File: config.mk
export PLATFORM = sky130hd
export DESIGN_NAME = control_riesgos
export DESIGN_NICKNAME = d
export VERILOG_FILES = /design/src/rtl/riesgos_pkg.sv /design/src/rtl/control_riesgos_contador_sat.sv /design/src/rtl/control_riesgos.sv
export SDC_FILE = /design/constraint.sdc
export NUM_CORES = 1
export LEC_CHECK = 0
export BUFFER_PORTS_ARGS = -buffer_cell sky130_fd_sc_hd__buf_2
export CAP_MARGIN = 20
export CELL_PAD_IN_SITES_DETAIL_PLACEMENT = 1
export CELL_PAD_IN_SITES_GLOBAL_PLACEMENT = 1
export CORE_UTILIZATION = 35
export CTS_BUF_LIST = sky130_fd_sc_hd__clkbuf_4 sky130_fd_sc_hd__clkbuf_8 sky130_fd_sc_hd__clkbuf_16
export DETAILED_ROUTE_END_ITERATION = 8
export GPL_TIMING_DRIVEN = 0
export HOLD_SLACK_MARGIN = 0.1
export PLACE_DENSITY_LB_ADDON = 0.25
export SYNTH_ARGS = -nofsm -noshare
export SYNTH_HDL_FRONTEND = slang
export SYNTH_HIERARCHICAL = 1
export SYNTH_SLANG_ARGS = --single-unit
File: constraint.sdc
create_clock -name clk -period 7.1 [get_ports clk]
set_input_delay 1.42 -clock clk [delete_from_list [all_inputs] [get_ports clk]]
set_output_delay 1.42 -clock clk [all_outputs]
set_load 0.03 [all_outputs]
File: src/rtl/riesgos_pkg.sv
// Shared constants and state encoding for the pipeline hazard controller.
package riesgos_pkg;
  localparam int REG_W       = 4;
  localparam int STALL_CNT_W = 16;

  typedef enum logic [1:0] {
    RUN      = 2'd0,
    FLUSH    = 2'd1,
    MEM_WAIT = 2'd2
  } estado_t;
endpackage

File: src/rtl/control_riesgos_contador_sat.sv
// Saturating up-counter with synchronous clear; clear wins over enable.
module contador_sat #(
  parameter int W = 8
) (
  input  logic         clk,
  input  logic         rst,
  input  logic         en,
  input  logic         clr,
  output logic [W-1:0] q
);
  logic [W-1:0] q_reg;

  always_ff @(posedge clk) begin
    if (rst || clr) begin
      q_reg <= '0;
    end else if (en && (q_reg != '1)) begin
      q_reg <= q_reg + W'(1);
    end
  end

  assign q = q_reg;
endmodule

File: src/rtl/control_riesgos.sv
// Hazard/stall controller: load-use bubble, taken-branch flush with fetch shadow,
// and data-memory freeze with timeout. Outputs are Mealy and forced to 0 during rst.
module control_riesgos
  import riesgos_pkg::*;
#(
  parameter int BRANCH_SHADOW = 1,
  parameter int MEM_TIMEOUT   = 15
) (
  input  logic                   clk,
  input  logic                   rst,
  input  logic [REG_W-1:0]       Ra_F_Reg,
  input  logic                   RE_A_F_Reg,
  input  logic [REG_W-1:0]       Rb_F_Reg,
  input  logic                   RE_B_F_Reg,
  input  logic [REG_W-1:0]       Robj_Reg_Exe,
  input  logic                   WE_Reg_Exe,
  input  logic                   mem_RE_Reg_Exe,
  input  logic                   branch_taken_Exe,
  input  logic                   mem_req,
  input  logic                   mem_ready,
  output logic                   stall_PC,
  output logic                   stall_F_Reg,
  output logic                   stall_Reg_Exe,
  output logic                   stall_Exe_Mem,
  output logic                   flush_F_Reg,
  output logic                   flush_Reg_Exe,
  output logic                   bubble_Mem_WB,
  output logic                   mem_error,
  output logic [STALL_CNT_W-1:0] stall_count
);
  estado_t                 state_reg, state_next;
  logic [1:0]              shadow_reg, shadow_next;
  logic                    err_reg;
  logic [7:0]              wait_cnt;
  logic [STALL_CNT_W-1:0]  stall_cnt_q;
  logic                    lu, freeze, lu_stall, fl_f, fl_re, timeout;

  assign lu = mem_RE_Reg_Exe & WE_Reg_Exe &
              ((RE_A_F_Reg & (Ra_F_Reg == Robj_Reg_Exe)) |
               (RE_B_F_Reg & (Rb_F_Reg == Robj_Reg_Exe)));

  always_comb begin
    state_next  = state_reg;
    shadow_next = shadow_reg;
    freeze      = 1'b0;
    lu_stall    = 1'b0;
    fl_f        = 1'b0;
    fl_re       = 1'b0;
    timeout     = 1'b0;
    case (state_reg)
      MEM_WAIT: begin
        if (mem_ready) begin
          state_next = RUN;
        end else if (wait_cnt == 8'(MEM_TIMEOUT)) begin
          timeout    = 1'b1;
          state_next = RUN;
        end else begin
          freeze = 1'b1;
        end
      end
      default: begin
        if (mem_req && !mem_ready) begin
          freeze     = 1'b1;
          state_next = MEM_WAIT;
        end else if (branch_taken_Exe) begin
          fl_f        = 1'b1;
          fl_re       = 1'b1;
          shadow_next = 2'(BRANCH_SHADOW);
          state_next  = (BRANCH_SHADOW == 0) ? RUN : FLUSH;
        end else if (state_reg == FLUSH) begin
          // Reg holds a wrong-path instruction, so lu is ignored here.
          fl_f        = 1'b1;
          shadow_next = shadow_reg - 2'd1;
          if (shadow_reg == 2'd1) state_next = RUN;
        end else if (lu) begin
          lu_stall = 1'b1;
          fl_re    = 1'b1;
        end
      end
    endcase
  end

  always_ff @(posedge clk) begin
    if (rst) begin
      state_reg  <= RUN;
      shadow_reg <= 2'd0;
      err_reg    <= 1'b0;
    end else begin
      state_reg  <= state_next;
      shadow_reg <= shadow_next;
      if (timeout) err_reg <= 1'b1;
    end
  end

  // wait_cnt sits at 0 outside a freeze, so the first freeze cycle loads it to 1.
  contador_sat #(.W(8)) u_wait_cnt (
    .clk (clk),
    .rst (rst),
    .en  (freeze),
    .clr (!freeze),
    .q   (wait_cnt)
  );

  contador_sat #(.W(STALL_CNT_W)) u_stall_cnt (
    .clk (clk),
    .rst (rst),
    .en  (freeze | lu_stall),
    .clr (1'b0),
    .q   (stall_cnt_q)
  );

  assign stall_PC      = !rst & (freeze | lu_stall);
  assign stall_F_Reg   = !rst & (freeze | lu_stall);
  assign stall_Reg_Exe = !rst & freeze;
  assign stall_Exe_Mem = !rst & freeze;
  assign bubble_Mem_WB = !rst & freeze;
  assign flush_F_Reg   = !rst & fl_f;
  assign flush_Reg_Exe = !rst & fl_re;
  assign mem_error     = !rst & (err_reg | timeout);
  assign stall_count   = rst ? '0 : stall_cnt_q;
endmodule

; ---- After elaboration in Yosys (flattened, before gate mapping)
; Index checks and enable logic that the tools add are counted.
[word_totals]
register_bits = 29
latch_bits = 0
ram_bits = 0
mem_bits_ro = 0
in_bits = 21
output_inout_bits = 24
elab_cells = 72
memories = 0
[classes]
n_addsub = 3
multipliers = 0
div = 0
n_lt_le_gt_ge = 0
eq_ne = 9
shift = 0
mux = 29
bitwise = 14
n_reduce_logical = 12
[ops]
columns = operator, count
row1 = 2-to-1 mux 1 bit, 19
row2 = 2-to-1 mux 2 bit, 9
row3 = "adder 16 x 1 -> 16 bit, second input constant", 1
row4 = 2-to-1 mux 16 bit, 1
row5 = "!= test 16 bit, second input constant", 1
row6 = bitwise AND 1 bit, 9
row7 = "adder 8 x 1 -> 8 bit, second input constant", 1
row8 = equality test 4 bit, 2
row9 = "equality test 8 x 4 -> 1 bit, second input constant", 1
row10 = "!= test 8 bit, second input constant", 1
row11 = nonzero test 4 bit, 2
row12 = AND reduction 3 bit, 2
row13 = "equality test 2 x 1 -> 1 bit, second input constant", 2
row14 = logical AND 1 bit, 3
row15 = logical NOT 1 bit, 3
row16 = "!= test 3 bit, second input constant", 1
row17 = bitwise OR 1 bit, 3
row18 = "equality test 2 bit, second input constant", 1
row19 = inverter 1 bit, 2
row20 = nonzero test 2 bit, 1
row21 = "subtractor 2 x 1 -> 2 bit, second input constant", 1
row22 = logical OR 1 bit, 1

; ---- Longest topological paths before layout
; Gate-level depths: netlist of run 1.
[logic_depth]
depth_word = 11
depth_mapped = 10
ltp_nobuf = 10

; ---- Hierarchy
; The synthesis of run 1 kept the hierarchy.
[by_module_without_submodules]
columns = mod, n_inst, cells_per_inst, area_per_inst_um2, seq_area_each_um2
row1 = contador_sat at u_stall_cnt, 1, 95, 847.1, 320.3
row2 = control_riesgos, 1, 89, 630.6, 100.1
row3 = contador_sat at u_wait_cnt, 1, 48, 421.7, 160.2

; ---- Least setup slack after synthesis of run 1
; No wires, ideal clock.
[synth_path]
path_type = input to output
start = in mem_req
end = out stall_PC
arrival_time_ns = 3.427
required_time_ns = 5.680
slack_ns = 2.253
stages = 6
cell_sequence = nor2b_1 -> buf_6 -> or4b_4 -> or3_1 -> a31oi_1 -> buf_4
[synth_via]
elab_chain_cells = 5
word_cells_on_any_way = 7
classes_between = 4 x mux / 2 x bitwise / 1 x reduce/logical
[synth_lines]
columns = item, line
row1 = "start, declared", control_riesgos.sv:19  ; input logic mem_req,
row2 = logical AND 1 bit (*), control_riesgos.sv:62  ; if (mem_req && !mem_ready) begin
row3 = 2-to-1 mux 1 bit, control_riesgos.sv:62
row4 = 2-to-1 mux 1 bit, control_riesgos.sv:50  ; case (state_reg)
row5 = bitwise OR 1 bit (*), -
row6 = bitwise AND 1 bit (*), -
row7 = "end, declared", control_riesgos.sv:21  ; output logic stall_PC,
; Mark *: on every way between the ends. The rest lies on a longest branch, timed or not.

; ---- Final worst setup path of run 1
[layout_path]
start = in mem_req
end = out stall_PC
[layout_via]
elab_chain_cells = 5
word_cells_on_any_way = 7
classes_between = 4 x mux / 2 x bitwise / 1 x reduce/logical
[layout_lines]
columns = item, line
row1 = logical AND 1 bit (*), control_riesgos.sv:62
row2 = 2-to-1 mux 1 bit, control_riesgos.sv:62
row3 = 2-to-1 mux 1 bit, control_riesgos.sv:50
row4 = bitwise OR 1 bit (*), control_riesgos.sv:112  ; assign stall_PC = !rst & (freeze | lu_stall);
row5 = bitwise AND 1 bit (*), control_riesgos.sv:112
; Marked as above.

==> flow_summary.toml, run 1 <==
[global_route]
grt_first_pass_wirelength_um = 8020
grt_max_degree = 16
grt.overflow.total = 0
antenna_found_initial = 0
grt_pass1_vias = 1775
grt_use_total_pct = 18.6

[min_path]
holdPathStages = 2
hold_start = "shadow_reg[1]"
hp-class = "register to register"
min_to = "shadow_reg[1]"

[clock_network]
cts_root_buf = "clkbuf_8"
clockBufferDepth = 2
htreeDepth = 2
cts_tree = "done"
cts_made_buffers = 5
cts.clk_slew.worst_paths_ps = 70
clk-insertion-delay-late_ps = 290
numClockSinks = 29
cts_resized = 0
cts_hold_buf = 0
cts_setup_buffers = 0

[critical_path]
cp_top_family = "simple AND/OR/NAND/NOR gates"
reg2reg_slack_ps = 3900
crit_path_max_incr_delay_ps = 480
reg2reg_to = "u_stall_cnt/q[10]"
crit_type = "primary input to output port"
reg2reg_depth = 10
crit_slowest_cell = "or4b_4"
worst-path-stages = 8
cp-end-kind = "output port"
cp_cell_sequence = "buf_2 -> nor2b_1 -> buf_6 -> or4b_4 -> or3_1 -> a31oi_1 -> buf_4 -> buf_2"
required_ps = 5680
rr_startpoint = "state_reg[1]"
startpoint_type = "primary input"
worst_path_most_repeated_cell = "buf_2"
worstPathMaxFanout = 8
worstPathArrival_ps = 3200
crit_buf_inv = 4

[timing]
rsz0062_at_grt = "false"
finalCritPeriodShare_pct = 65.1
hold_violations = 0
relSlewSlack_pct = 54.6
period_minus_slack_ps = 4620
maxSlewViolCount = 0
tightest_slew_ps = 675
fin_worst_skew_ps = 7.57
finalSetupTns_ps = 0
finalSetupViolCount = 0
max_freq_ghz = 0.216

[yosys]
async_flop_share_pct = 0
synth_edf_count = 0
ys_ff_latch = 29
synth-xor-area-share_pct = 5.07
synth_area_mm2 = 0.00190
synth_compound_area_share_pct = 17.5
synth_mux_area_share_pct = 2.11
syn_inst = 232
synth_ff_type = "dfxtp_1"
ys_seq_area_share_pct = 30.6
ys_types = 53
synth_adder_area_share_pct = 3.29
synthSimpleGateAreaFrac_pct = 36.6
yosysWarningCount = 6
synth_area_per_cell_um2 = 8.19
synth_top_family_by_area = "simple AND/OR/NAND/NOR gates"

[power_and_ir_drop]
p_leak_nw = 0.979
ir_drop_v = 0.0000716
power.density_mw_per_mm2 = 160

[floorplanning]
core_mm2 = 0.00517
die_x_um = 75.7
initial_core_util_pct = 36.7
fp.dieArea_mm2 = 0.00573
num_rows = 26
ios = 45
die_h_um = 75.7

[final_layout]
largest_register_ffs = 16
syn2layout_area_growth_pct = 21.7
layout-drive-gt1-share_pct = 24.9
fin_util_pct = 44.7
nets = 310
stdcell_area_mm2 = 0.00231
diodes = 0

[drt]
drt_iter0_markers = 30
dr_total_vias = 1926
routed_via_density = 5.43
drc = 0
first_pass_iters = 4
drt_wl_total_um = 5020
drtAntennaViolNets = 0
post_drt_wl_per_cell_um = 14.1

[placement]
dp_hpwl_um = 3820
gp_congestion = 0.743
portBuffers = 44
placed_cell_area_mm2 = 0.00221

[outcome]
outcome = "complete, no violations"

[job]
cap_viol_max_count = 0
==> how the worst max path moves through the flow <==
stage	end	start	slack (ps)
after floorplan	stall_PC	mem_req	2250
final	stall_PC	mem_req	2480
after detailed placement	stall_PC	mem_req	2460
after global routing	stall_PC	mem_req	2390
after global placement	stall_PC	mem_req	2490
after CTS	stall_PC	mem_req	2460
==> logic make-up (layout without fill, tap and decap cells) <==
family / after synthesis / after routing
AOI/OAI and AO/OA: 49 / 49
xor gates and xnor gates: 11 / 11
adders and majority gates: 5 / 5
buffers and inverters: 18 / 70
DFF: 29 / 29
muxes: 4 / 4
other: 1 / 2
and+or+nand+nor: 115 / 115
==> layout by cell type, fill, tap and decap left out, drive strengths merged, types with 2 or more instances in the layout <==
master  count
nor2       16
a31oi       5
buf        49
nand4      10
nor4        3
dfxtp      29
and2        3
nand2      16
clkbuf     13
nor3        5
xor2        2
conb        2
or3        10
nand3      13
a41o        4
inv         7
mux2i       4
o21ai       8
and4        6
and3b       3
xnor2       9
a21boi      2
nor2b      17
o31ai       3
and3        3
or4         6
o211a       2
a21oi      17
ha          5
==> layer usage <==
layer  wire length [µm]  up-vias  track usage [%]
met1               2170      937             21.7
met5                  0        -                0
met4                 73        0             6.79
li1                   -      960                -
met3                140        7             4.10
met2               2640       22             33.4
==> metrics by stage <==
stage	cells	hold WS, ps	total power, mW	worst slack (ps)
floorplan	233	424	0.200	2250
global placement	347	445	0.216	2490
detailed placement	347	472	0.217	2460
CTS	355	482	0.375	2460
global route	355	510	0.386	2390
finish	355	477	0.370	2480
==> cells in the mapped netlist, types with 2 or more instances <==
cell type	count	area (µm²)
nor3_1	5	25.0
mux2i_1	4	40.0
nand3_1	13	65.1
ha_1	5	62.6
dfxtp_1	29	581
a31oi_1	5	31.3
and2_1	2	12.5
buf_4	3	22.5
or4_1	5	37.5
nand4_1	8	50.1
nor2b_1	17	106
and3b_1	3	26.3
a41o_1	4	40.0
o211a_1	2	20.0
inv_1	7	26.3
a21oi_1	17	85.1
nor2_1	16	60.1
and4_1	5	43.8
o21ai_0	8	40.0
nor4_1	2	12.5
xnor2_1	9	78.8
clkbuf_1	5	18.8
xor2_1	2	17.5
o31ai_1	3	22.5
nand2_1	16	60.1
and3_1	2	12.5
or3_1	9	56.3
==> layout make-up <==
type	instances	area, µm²
fill	679	2860
multi-input combinational	186	1230
sequential	29	581
timing repair buffer	44	220
clock buffer	7	96.3
tap	70	87.6
buffer	11	62.6
inverter	7	26.3
clock inverter	1	5.00
==> worst min-delay path: stages, from the launching register on <==
cell      delay, ps
dfxtp_1         310
nand2b_1         60
a21oi_1          60
==> power by group <==
group	internal (mW)	total [mW]	switching [mW]
sequential	0.165	0.166	0.00181
clock	0.0876	0.157	0.0693
combinational	0.0194	0.0471	0.0277
No activity file was read; power rests on OpenSTA's default activity.
==> run 2: changes to the inputs <==
- ABC_AREA: not set -> 1
- clock period: 7.1 -> 4.3 ns (I/O delays scaled with it)
==> flow_summary.toml, run 2 <==
[outcome]
outcome = "complete, no violations"

[power_and_ir_drop]
power.density_mw_per_mm2 = 268
power.total_mw = 0.672
ir_drop_v = 0.000121
p_leak_nw = 1.17

[global_route]
grt_use_met2_pct = 37.6
antenna_found_initial = 0
use_met3_pct = 4.00
grt_use_met1_pct = 22.3
top_usage_layer = "met2"
grt_max_degree = 11
grt.overflow.total = 0
grt_use_total_pct = 20.0
grt_pass1_vias = 2289
grt_first_pass_wirelength_um = 9890

[drt]
routed_via_density = 4.71
drt_iter0_markers = 40
drc = 0
dr_total_vias = 2247
drt_wl_total_um = 5600
post_drt_wl_per_cell_um = 11.7
drtAntennaViolNets = 0
first_pass_iters = 4

[yosys]
synth_compound_area_share_pct = 8.13
synth.most_common_cell = "nand2_1"
synthTopCellsByArea = "dfxtp_1 (28%), nand2_1 (16%), nor2_1 (14%)"
synth_edf_count = 0
synth.top_cell.area_share_pct = 27.5
syn_nets = 379
synthSimpleGateAreaFrac_pct = 47.0
yosysWarningCount = 6
synth_area_mm2 = 0.00211
synth_common_cells = "nand2_1 (88), nor2_1 (77), inv_1 (50), dfxtp_1 (29), nand3_1 (24)"
async_flop_share_pct = 0
synth_adder_area_share_pct = 2.97
synth_top_family_by_area = "simple AND/OR/NAND/NOR gates"
ys_seq_area_share_pct = 27.5
syn_inst = 353
ys_types = 32
synth_area_per_cell_um2 = 5.97
ys_ff_latch = 29
synth_top_cell_by_area = "dfxtp_1"
synth_mux_area_share_pct = 0
synth-xor-area-share_pct = 0.831
synth_ff_type = "dfxtp_1"

[final_layout]
largest_register_ffs = 16
diodes = 0
syn2layout_area_growth_pct = 18.8
mostFrequentLayoutCell = "nand2_1"
fin_util_pct = 44.4
stdcell_area_mm2 = 0.00250
layout_common_cells = "nand2_1 (88), nor2_1 (77), inv_1 (50)"
nets = 430
final_cells = 477
layout-drive-gt1-share_pct = 22.2

[critical_path]
startpoint_type = "primary input"
crit_path_max_incr_delay_ps = 470
crit_type = "primary input to output port"
cp_cell_sequence = "buf_2 -> inv_2 -> nand2_2 -> nor2_1 -> a31oi_2 -> a21oi_1 -> buf_4 -> buf_2"
crit_slowest_cell = "a31oi_2"
worstPathArrival_ps = 2130
cp-end-kind = "output port"
worst_path_most_repeated_cell = "buf_2"
worstPathMaxFanout = 5
required_ps = 3440

[floorplanning]
initial_core_util_pct = 37.4
die_x_um = 79.6
core_mm2 = 0.00564
num_rows = 27
ios = 45
fp.dieArea_mm2 = 0.00634
die_h_um = 79.6

[timing]
finalSetupViolCount = 0
finalCritPeriodShare_pct = 69.5
finalSetupTns_ps = 0
layout_setup_ws_ps = 1310
relSlewSlack_pct = 59.8
period_minus_slack_ps = 2990
fin_hold_ws_ps = 464
max_freq_ghz = 0.335
rsz0062_at_grt = "false"
maxSlewViolCount = 0
tightest_slew_ps = 603
hold_violations = 0
fin_worst_skew_ps = 12.7

[placement]
placed_cell_area_mm2 = 0.00242
gp_congestion = 0.794
dp_hpwl_um = 4460
post-place-cells = 469
dpl_worst_slack_ps = 1310
portBuffers = 44

[clock_network]
clockBufferDepth = 2
htreeDepth = 2
cts.clk_slew.worst_paths_ps = 60
cts_hold_buf = 0
cts_resized = 0
cts_tree = "done"
numClockSinks = 29
clk-insertion-delay-late_ps = 290
cts_setup_buffers = 0
cts_root_buf = "clkbuf_8"
cts_made_buffers = 5

[min_path]
hp-class = "register to register"

[job]
cap_viol_max_count = 0
-- run 2: changes by cell type in the layout (fill, tap and decap cells not counted), moves of 6 or more --
| cell | change |
|---|---|
| nand2_1 | +72 |
| nor2_1 | +61 |
| inv_1 | +43 |
| nor2b_1 | -17 |
| nand3_1 | +11 |
| or3_1 | -9 |
| inv_2 | +7 |
| xnor2_1 | -7 |
| nand2_2 | +6 |
-- run 2: layout make-up --
class / count / area, µm²
sequential: 29 / 581
clock inverter: 3 / 17.5
buffer: 8 / 60.1
clock buffer: 5 / 68.8
fill: 826 / 3140
timing repair buffer: 44 / 220
inverter: 59 / 221
tap: 72 / 90.1
multi-input combinational: 257 / 1250
-- run 2: metal layers --
layer	wire (µm)	part of all wire, %
met5	0	0
met4	63	1.1
met3	196	3.5
met2	2890	52
met1	2440	44
-- run 2: kinds of logic after synthesis --
kind of cell,after synthesis
XOR/XNOR,2
adder cells (fa/ha/maj),5
other,1
AO/OA/AOI/OAI,29
buffers and inverters,67
flip-flops,29
AND/OR/NAND/NOR,220
-- run 2: power breakdown --
part           leakage [nW]  total, mW  internal (mW)  switching (mW)
sequential            0.234      0.285          0.278         0.00683
clock                0.0439      0.225          0.111           0.114
combinational         0.892      0.162         0.0573           0.104
-- run 2: worst paths after layout --
| kind | from | to | cells after the start | slack, ps |
|---|---|---|---|---|
| min | shadow_reg[1] | shadow_reg[1] | 2 | 460 |
| max | mem_ready | stall_PC | 8 | 1310 |
| min reg2reg | shadow_reg[1] | shadow_reg[1] | 2 | 460 |
| max reg2reg | state_reg[0] | u_stall_cnt/q[8] | 11 | 2000 |
-- run 2: worst max-delay path, delay by kind of cell --
family | cells | cell delay, ps
simple gates | 2 | 140
buf+inv | 4 | 480
compound gates | 2 | 650
